===== src/rtl/wb_lfsr_master.sv =====
// Wishbone pipelined initiator: writes a seed to the LFSR responder,
// then streams a programmed number of single reads out on valid/ready.
module wb_lfsr_master #(
  parameter int DW      = 8,
  parameter int CW      = 8,
  parameter int TIMEOUT = 15
) (
  input  logic          i_clk,
  input  logic          i_reset,
  input  logic          i_start,
  input  logic [DW-1:0] i_seed,
  input  logic [CW-1:0] i_count,
  output logic          o_busy,
  output logic          o_done,
  output logic          o_err,
  output logic [DW-1:0] o_data,
  output logic          o_data_valid,
  input  logic          i_data_ready,
  output logic          o_wb_cyc,
  output logic          o_wb_stb,
  output logic          o_wb_we,
  output logic          o_wb_addr,
  output logic [DW-1:0] o_wb_data,
  input  logic          i_wb_stall,
  input  logic [DW-1:0] i_wb_data,
  input  logic          i_wb_ack
);

  localparam logic [2:0] S_IDLE   = 3'd0;
  localparam logic [2:0] S_WR_REQ = 3'd1;
  localparam logic [2:0] S_WR_ACK = 3'd2;
  localparam logic [2:0] S_RD_REQ = 3'd3;
  localparam logic [2:0] S_RD_ACK = 3'd4;
  localparam logic [2:0] S_OUT    = 3'd5;
  localparam logic [2:0] S_DONE   = 3'd6;

  localparam int TW = $clog2(TIMEOUT + 1);

  logic [2:0]    state;
  logic [DW-1:0] seed_q;
  logic [CW-1:0] remain;
  logic [TW-1:0] tmo;
  logic          tmo_hit;
  logic          more;

  assign tmo_hit = (tmo == TW'(TIMEOUT - 1));
  assign more    = (remain != '0);

  always_ff @(posedge i_clk) begin
    if (i_reset) begin
      state  <= S_IDLE;
      seed_q <= '0;
      remain <= '0;
      tmo    <= '0;
      o_data <= '0;
      o_err  <= 1'b0;
    end else begin
      unique case (state)
        S_IDLE: begin
          if (i_start) begin
            seed_q <= i_seed;
            remain <= i_count;
            o_err  <= 1'b0;
            state  <= S_WR_REQ;
          end
        end
        S_WR_REQ: begin
          if (!i_wb_stall) begin
            tmo   <= '0;
            state <= S_WR_ACK;
          end
        end
        S_WR_ACK: begin
          if (i_wb_ack) begin
            state <= more ? S_RD_REQ : S_DONE;
          end else if (tmo_hit) begin
            o_err <= 1'b1;
            state <= S_DONE;
          end else begin
            tmo <= tmo + TW'(1);
          end
        end
        S_RD_REQ: begin
          if (!i_wb_stall) begin
            tmo   <= '0;
            state <= S_RD_ACK;
          end
        end
        S_RD_ACK: begin
          if (i_wb_ack) begin
            o_data <= i_wb_data;
            if (more) remain <= remain - CW'(1);
            state  <= S_OUT;
          end else if (tmo_hit) begin
            o_err <= 1'b1;
            state <= S_DONE;
          end else begin
            tmo <= tmo + TW'(1);
          end
        end
        S_OUT: begin
          if (i_data_ready) begin
            state <= more ? S_RD_REQ : S_DONE;
          end
        end
        S_DONE:  state <= S_IDLE;
        default: state <= S_IDLE;
      endcase
    end
  end

  // Bus strobes decode straight from state so reset clears them at once
  assign o_busy       = (state != S_IDLE);
  assign o_done       = (state == S_DONE);
  assign o_data_valid = (state == S_OUT);
  assign o_wb_stb     = (state == S_WR_REQ) ||
                        (state == S_RD_REQ);
  assign o_wb_cyc     = o_wb_stb ||
                        (state == S_WR_ACK) ||
                        (state == S_RD_ACK);
  assign o_wb_we      = (state == S_WR_REQ);
  assign o_wb_addr    = (state == S_RD_REQ);
  assign o_wb_data    = (state == S_WR_REQ) ? seed_q : '0;

endmodule


===== config.mk =====
export PLATFORM = sky130hd
export DESIGN_NAME = wb_lfsr_master
export DESIGN_NICKNAME = d
export VERILOG_FILES = /design/src/rtl/wb_lfsr_master.sv
export SDC_FILE = /design/constraint.sdc
export NUM_CORES = 1
export LEC_CHECK = 0
export CAP_MARGIN = 40
export CELL_PAD_IN_SITES_DETAIL_PLACEMENT = 1
export CELL_PAD_IN_SITES_GLOBAL_PLACEMENT = 1
export CORE_ASPECT_RATIO = 0.9
export CORE_MARGIN = 2
export CORE_UTILIZATION = 36
export DETAILED_ROUTE_END_ITERATION = 16
export GPL_TIMING_DRIVEN = 0
export PLACE_DENSITY = 0.87
export SLEW_MARGIN = 20
export SYNTH_ARGS = -nofsm -noshare
export SYNTH_HDL_FRONTEND = slang
export SYNTH_SLANG_ARGS = --single-unit
export TNS_END_PERCENT = 1

===== constraint.sdc =====
create_clock -name i_clk -period 5.1 [get_ports i_clk]
set_input_delay 0.765 -clock i_clk [delete_from_list [all_inputs] [get_ports i_clk]]
set_output_delay 0.765 -clock i_clk [all_outputs]
set_load 0.02 [all_outputs]

==> results.cfg, run 1 <==
[power]
internal_power_w = 0.000517
netSwitchingPower_w = 0.000316
ir_drop_mv = 0.155
swShare = 0.379
cellPowerDensity_nw_per_um2 = 330
p_seq_frac = 0.358
p_leak_nw = 0.940
power.share.clock = 0.226
pwr-share-comb = 0.416

[sta]
tns_ns = 0
slew_viol_final = 0
period_share = 0.630
clock_skew_ns = 0.0105
fin_crit_ns = 3.21
worst_pin_slew_ns = 0.723
whs_ns = 0.458
relSlewSlack = 0.517
finalSetupViolations = 0
max_freq_mhz = 311
hold_violations = 0
rsz0062_at_grt = false

[cts]
h-tree-depth = 2
cts_root_buf = clkbuf_8
clk_pin_slew_ns = 0.07
clk_path_buf_depth = 2
clock_latency_ns = 0.29
cts_resized = 0
cts_tree = yes
clock-sinks = 32
holdBufCountCts = 0
post_cts_buffers = 0
cts_inserted_buffers = 5

[grt]
grt_pass1_vias = 1954
grt_max_degree = 11
grt.total_usage = 0.215
gr-total-overflow = 0
antenna_found_initial = 0
grt_pass1_wl_mm = 9.57

[setup_path]
start_kind = flop
slowest_stage = clkdlybuf4s50_1
worst_path_dominant_cell_family = buffers and inverters
cp.depth = 6
endpoint_kind = primary output
setup.worst_path.class = reg2out
cp.arrival_ns = 2.45
max_stage_delay_ns = 0.61
r2r_cells = 7
worst-path-buf-inv = 4
required_ns = 4.34
cp_max_fo = 10
path_cells = buf_2 -> buf_1 -> nand2_1 -> inv_1 -> and3_1 -> clkdlybuf4s50_1

[synth]
synth_top_area_frac = 0.350
ys_warn_count = 0
synth-edff-count = 0
synth_area_per_cell_um2 = 7.65
synthArstFlopShare = 0
ys_ff_latch = 32
ys_types = 51
synth_top_area_cell = dfxtp_1
synth_nets = 273
synthTopCellsByArea = dfxtp_1 (35%), nand2_1 (10%), a21oi_1 (9.3%)
seq_area_frac_synth = 0.350
synth_flop_cell = dfxtp_1
syn-cell-area_um2 = 1830
syn_inst = 239

[die]
dieArea_um2 = 5670
core_region_area_um2 = 4860
num_rows = 24
start_util = 0.376
boundaryPins = 54
die_y_um = 71.6
die_w_um = 79.1

[route]
wl_met3_um = 165
drc_errors = 0
first_pass_iters = 4
ant_nets = 0
initialDrtViolationCount = 76
wl_met1_mm = 2.79
wl_met2_mm = 2.92
topRoutingLayerUsed = met4
wl_per_cell_um = 16.3
drt-total-wl_mm = 5.95
viasPerCell = 5.45
vias = 1991

[final_layout]
fin_nets = 334
diodes = 0
layout_common_cells = clkdlybuf4s50_1 (53), nand2_1 (49), a21oi_1 (34), dfxtp_1 (32), and3_1 (9)
drive_above_1_share = 0.0800
layout_commonest_cell = clkdlybuf4s50_1
fin_util = 0.519
fin_area_um2 = 2520
area_delta_synth_final_pct = 38.0

[hold_path]
hold_depth = 2
worstHoldPathType = reg2reg

[outcome]
status = complete, no violations

[flow_run]
maxCapViolCount = 0

[placed_design]
postPlaceCellArea_um2 = 2440
hpwl_mm = 4.37
gp_congestion = 0.862
io_buffers = 53
==> worst reg2reg max path, delay by kind of cell, from the launching register on <==
kind | cells | cell delay, ns
adder cells (fa/ha/maj) | 1 | 0.16
AO/OA/AOI/OAI | 2 | 0.52
flip-flops | 1 | 0.33
AND/OR/NAND/NOR | 2 | 0.72
buffers and inverters | 2 | 0.32
==> cells by family (layout without fill, tap and decap cells) <==
| family | count (synthesis) | count (layout) | synth area share |
|---|---|---|---|
| AOI/OAI and AO/OA | 69 | 69 | 0.239 |
| xor gates and xnor gates | 1 | 1 | 0.00479 |
| adders and majority gates | 4 | 4 | 0.0274 |
| buffers and inverters | 24 | 85 | 0.0643 |
| DFF | 32 | 32 | 0.350 |
| muxes | 1 | 1 | 0.00547 |
| and+or+nand+nor | 108 | 108 | 0.308 |
==> metal layers <==
layer	vias up	track usage
li1	976	-
met1	975	0.283
met2	31	0.359
met3	9	0.0403
met4	0	0.0670
met5	-	0
==> registers in the layout, summed over array words and instances (netlist names) <==
register,cells
seed_q,8
tmo,4
remain,8
state,3
o_data,8
o_err,1
==> power by group through the flow <==
stage / clock network (W) / logic [W] / registers, W
floorplan: 0 / 0.000221 / 0.000299
global placement: 0 / 0.000332 / 0.000301
detailed placement: 0 / 0.000339 / 0.000304
CTS: 0.000189 / 0.000343 / 0.000298
global route: 0.000202 / 0.000379 / 0.000303
finish: 0.000188 / 0.000347 / 0.000299
==> Yosys cell counts (all sizes together) (2+ instances only) <==
library cell	count
nor3	8
a31o	2
nand3b	4
a221o	2
inv	8
a32o	3
nand3	8
nand2b	3
a221oi	3
and3	9
nand2	49
a21oi	34
o21ai	9
ha	4
dfxtp	32
nor4	3
clkbuf	6
nor2	8
buf	9
nor3b	5
a21o	3
o22ai	5
or3	3
==> cell type report <==
cell class | instances | area (um2)
timing repair buffer | 54 | 536
clock inverter | 1 | 5.00
fill | 626 | 2340
inverter | 9 | 33.8
sequential | 32 | 641
buffer | 15 | 83.8
clock buffer | 6 | 72.6
tap | 65 | 81.3
multi-input combinational | 183 | 1070
==> through the flow <==
| stage | power [W] | setup slack, ns | cells |
|---|---|---|---|
| floorplan | 0.000520 | 2.92 | 239 |
| global placement | 0.000633 | 2.28 | 357 |
| detailed placement | 0.000643 | 2.23 | 357 |
| CTS | 0.000830 | 1.89 | 364 |
| global route | 0.000884 | 1.71 | 365 |
| finish | 0.000833 | 1.89 | 365 |
==> worst paths after layout <==
| kind | start | endpoint | slack [ns] |
|---|---|---|---|
| setup / recovery | state[0] | o_wb_data[2] | 1.89 |
| hold reg to reg | seed_q[6] | seed_q[6] | 0.46 |
| setup reg to reg | remain[0] | remain[0] | 2.94 |
| hold / removal | seed_q[6] | seed_q[6] | 0.46 |
No activity file was read; power rests on OpenSTA's default activity.
==> inputs of run 2 (changes only) <==
- CORE_UTILIZATION: 36 -> 33
- PLACE_DENSITY: 0.87 -> 0.8
- clock period: 5.1 -> 3.3 ns (I/O delays scaled with it)
==> run 2 against run 1 <==
  * Die area rose by 8.6%
  * Worst setup slack got worse by 1.5 ns
  * Register-to-register slack got worse by 1.7 ns
  * Global-route usage shrank 1.5 points
  * Final cell count increased by 0.27%
  * Flip-flop and latch count unchanged
  * Sequential share of layout area down 0.16 points
  * Clock power increased by 76%
  * Via count grew 0.30%
  * First-iteration DRC count down 37%
  * Critical path depth unchanged
  * Highest routed layer unchanged
==> results.cfg, run 2 (same netlist as run 1, synthesis figures left out) <==
[route]
wl_per_cell_um = 16.0
ant_nets = 0
drt-total-wl_mm = 5.86
viasPerCell = 5.46
first_pass_iters = 4
vias = 1997
initialDrtViolationCount = 48
drc_errors = 0

[grt]
gr-total-overflow = 0
grt.total_usage = 0.200
grt_pass1_wl_mm = 9.35
antenna_found_initial = 0
grt_pass1_vias = 1980
grt_max_degree = 11

[die]
start_util = 0.346
die_y_um = 74.6
boundaryPins = 54
num_rows = 25
core_region_area_um2 = 5290
dieArea_um2 = 6160
die_w_um = 82.5

[final_layout]
fill_cells = 671
top_regs = o_data: 8 flops, remain: 8 flops, seed_q: 8 flops
area_delta_synth_final_pct = 38.9
layout_commonest_cell = clkdlybuf4s50_1
drive_above_1_share = 0.0803
layout_common_cells = clkdlybuf4s50_1 (53), nand2_1 (49), a21oi_1 (34), dfxtp_1 (32), and3_1 (9)
fin_area_um2 = 2540
diodes = 0
fin_nets = 333

[cts]
holdBufCountCts = 0
clock_latency_ns = 0.28
cts_root_buf = clkbuf_8
clk_pin_slew_ns = 0.07
post_cts_buffers = 0
cts_inserted_buffers = 5
clock-sinks = 32
clk_path_buf_depth = 2
cts_tree = yes
cts_resized = 0
h-tree-depth = 2

[sta]
clock_skew_ns = 0.00788
rsz0062_at_grt = false
relSlewSlack = 0.462
worst_slack_ns = 0.434
slew_viol_final = 0
tns_ns = 0
finalSetupViolations = 0
whs_ns = 0.454
hold_violations = 0
worst_pin_slew_ns = 0.800
fin_crit_ns = 2.87
max_freq_mhz = 349
period_share = 0.869

[placed_design]
gp_congestion = 0.895
hpwl_mm = 4.39
io_buffers = 53
dp_slack_ns = 0.734
postPlaceCellArea_um2 = 2440

[setup_path]
setup.worst_path.class = reg2out
endpoint_kind = primary output
start_kind = flop
path_cells = buf_2 -> buf_1 -> nand2_1 -> inv_1 -> and3_1 -> clkdlybuf4s50_1
cp_max_fo = 10
max_stage_delay_ns = 0.61
cp.arrival_ns = 2.37
required_ns = 2.80
slowest_stage = clkdlybuf4s50_1

[power]
netSwitchingPower_w = 0.000479
internal_power_w = 0.000838
power.share.clock = 0.251
ir_drop_mv = 0.183
p_leak_nw = 0.946
totalPowerFinal_w = 0.00132
p_seq_frac = 0.349
cellPowerDensity_nw_per_um2 = 519
pwr-share-comb = 0.400
swShare = 0.364

[hold_path]
worstHoldPathType = reg2reg

[outcome]
status = complete, no violations

[flow_run]
maxCapViolCount = 0
run 2: through the flow:
step | std cells | utilization
6_report | 366 | 0.480
4_1_cts | 366 | 0.480
5_1_grt | 366 | 0.480
3_3_place_gp | 359 | 0.462
3_5_place_dp | 359 | 0.462
2_1_floorplan | 239 | -
run 2: cell type report:
type	count	area [um2]	area share
repair buffers	53	531	0.209
clock buffers	7	96.3	0.0379
flip-flops and latches	32	641	0.252
multi-input cells	183	1070	0.422
inverters	9	33.8	0.0133
well taps	67	83.8	0.0330
plain buffers	15	83.8	0.0330
run 2: worst paths after layout:
path / startpoint / end / slack [ns] / cells past startpoint
worst min-delay path: o_data[1] / o_data[1] / 0.45 / 2
worst max-delay path: state[0] / o_wb_data[6] / 0.43 / 6
worst min register to register: o_data[1] / o_data[1] / 0.45 / 2
worst max register to register: remain[0] / remain[0] / 1.27 / 7
run 2: power groups by stage:
stage | Combinational (W) | Sequential (W) | Clock, W
2_1_floorplan | 0.000341 | 0.000462 | 0
3_3_place_gp | 0.000515 | 0.000466 | 0
3_5_place_dp | 0.000524 | 0.000468 | 0
4_1_cts | 0.000527 | 0.000460 | 0.000340
5_1_grt | 0.000577 | 0.000466 | 0.000358
6_report | 0.000527 | 0.000460 | 0.000331
run 2: worst max-delay path: cells and delay by family, from the launching register on:
| kind | cells | cell delay, ns |
|---|---|---|
| and+or+nand+nor | 2 | 0.36 |
| DFF | 1 | 0.34 |
| buffers and inverters | 4 | 1.38 |
run 2: per-layer routing:
metal | vias to the layer above | track usage | share of wire
li1 | 979 | - | -
met1 | 967 | 0.252 | 0.46
met2 | 43 | 0.340 | 0.49
met3 | 8 | 0.0444 | 0.039
met4 | 0 | 0.0685 | 0.016
met5 | - | 0 | 0
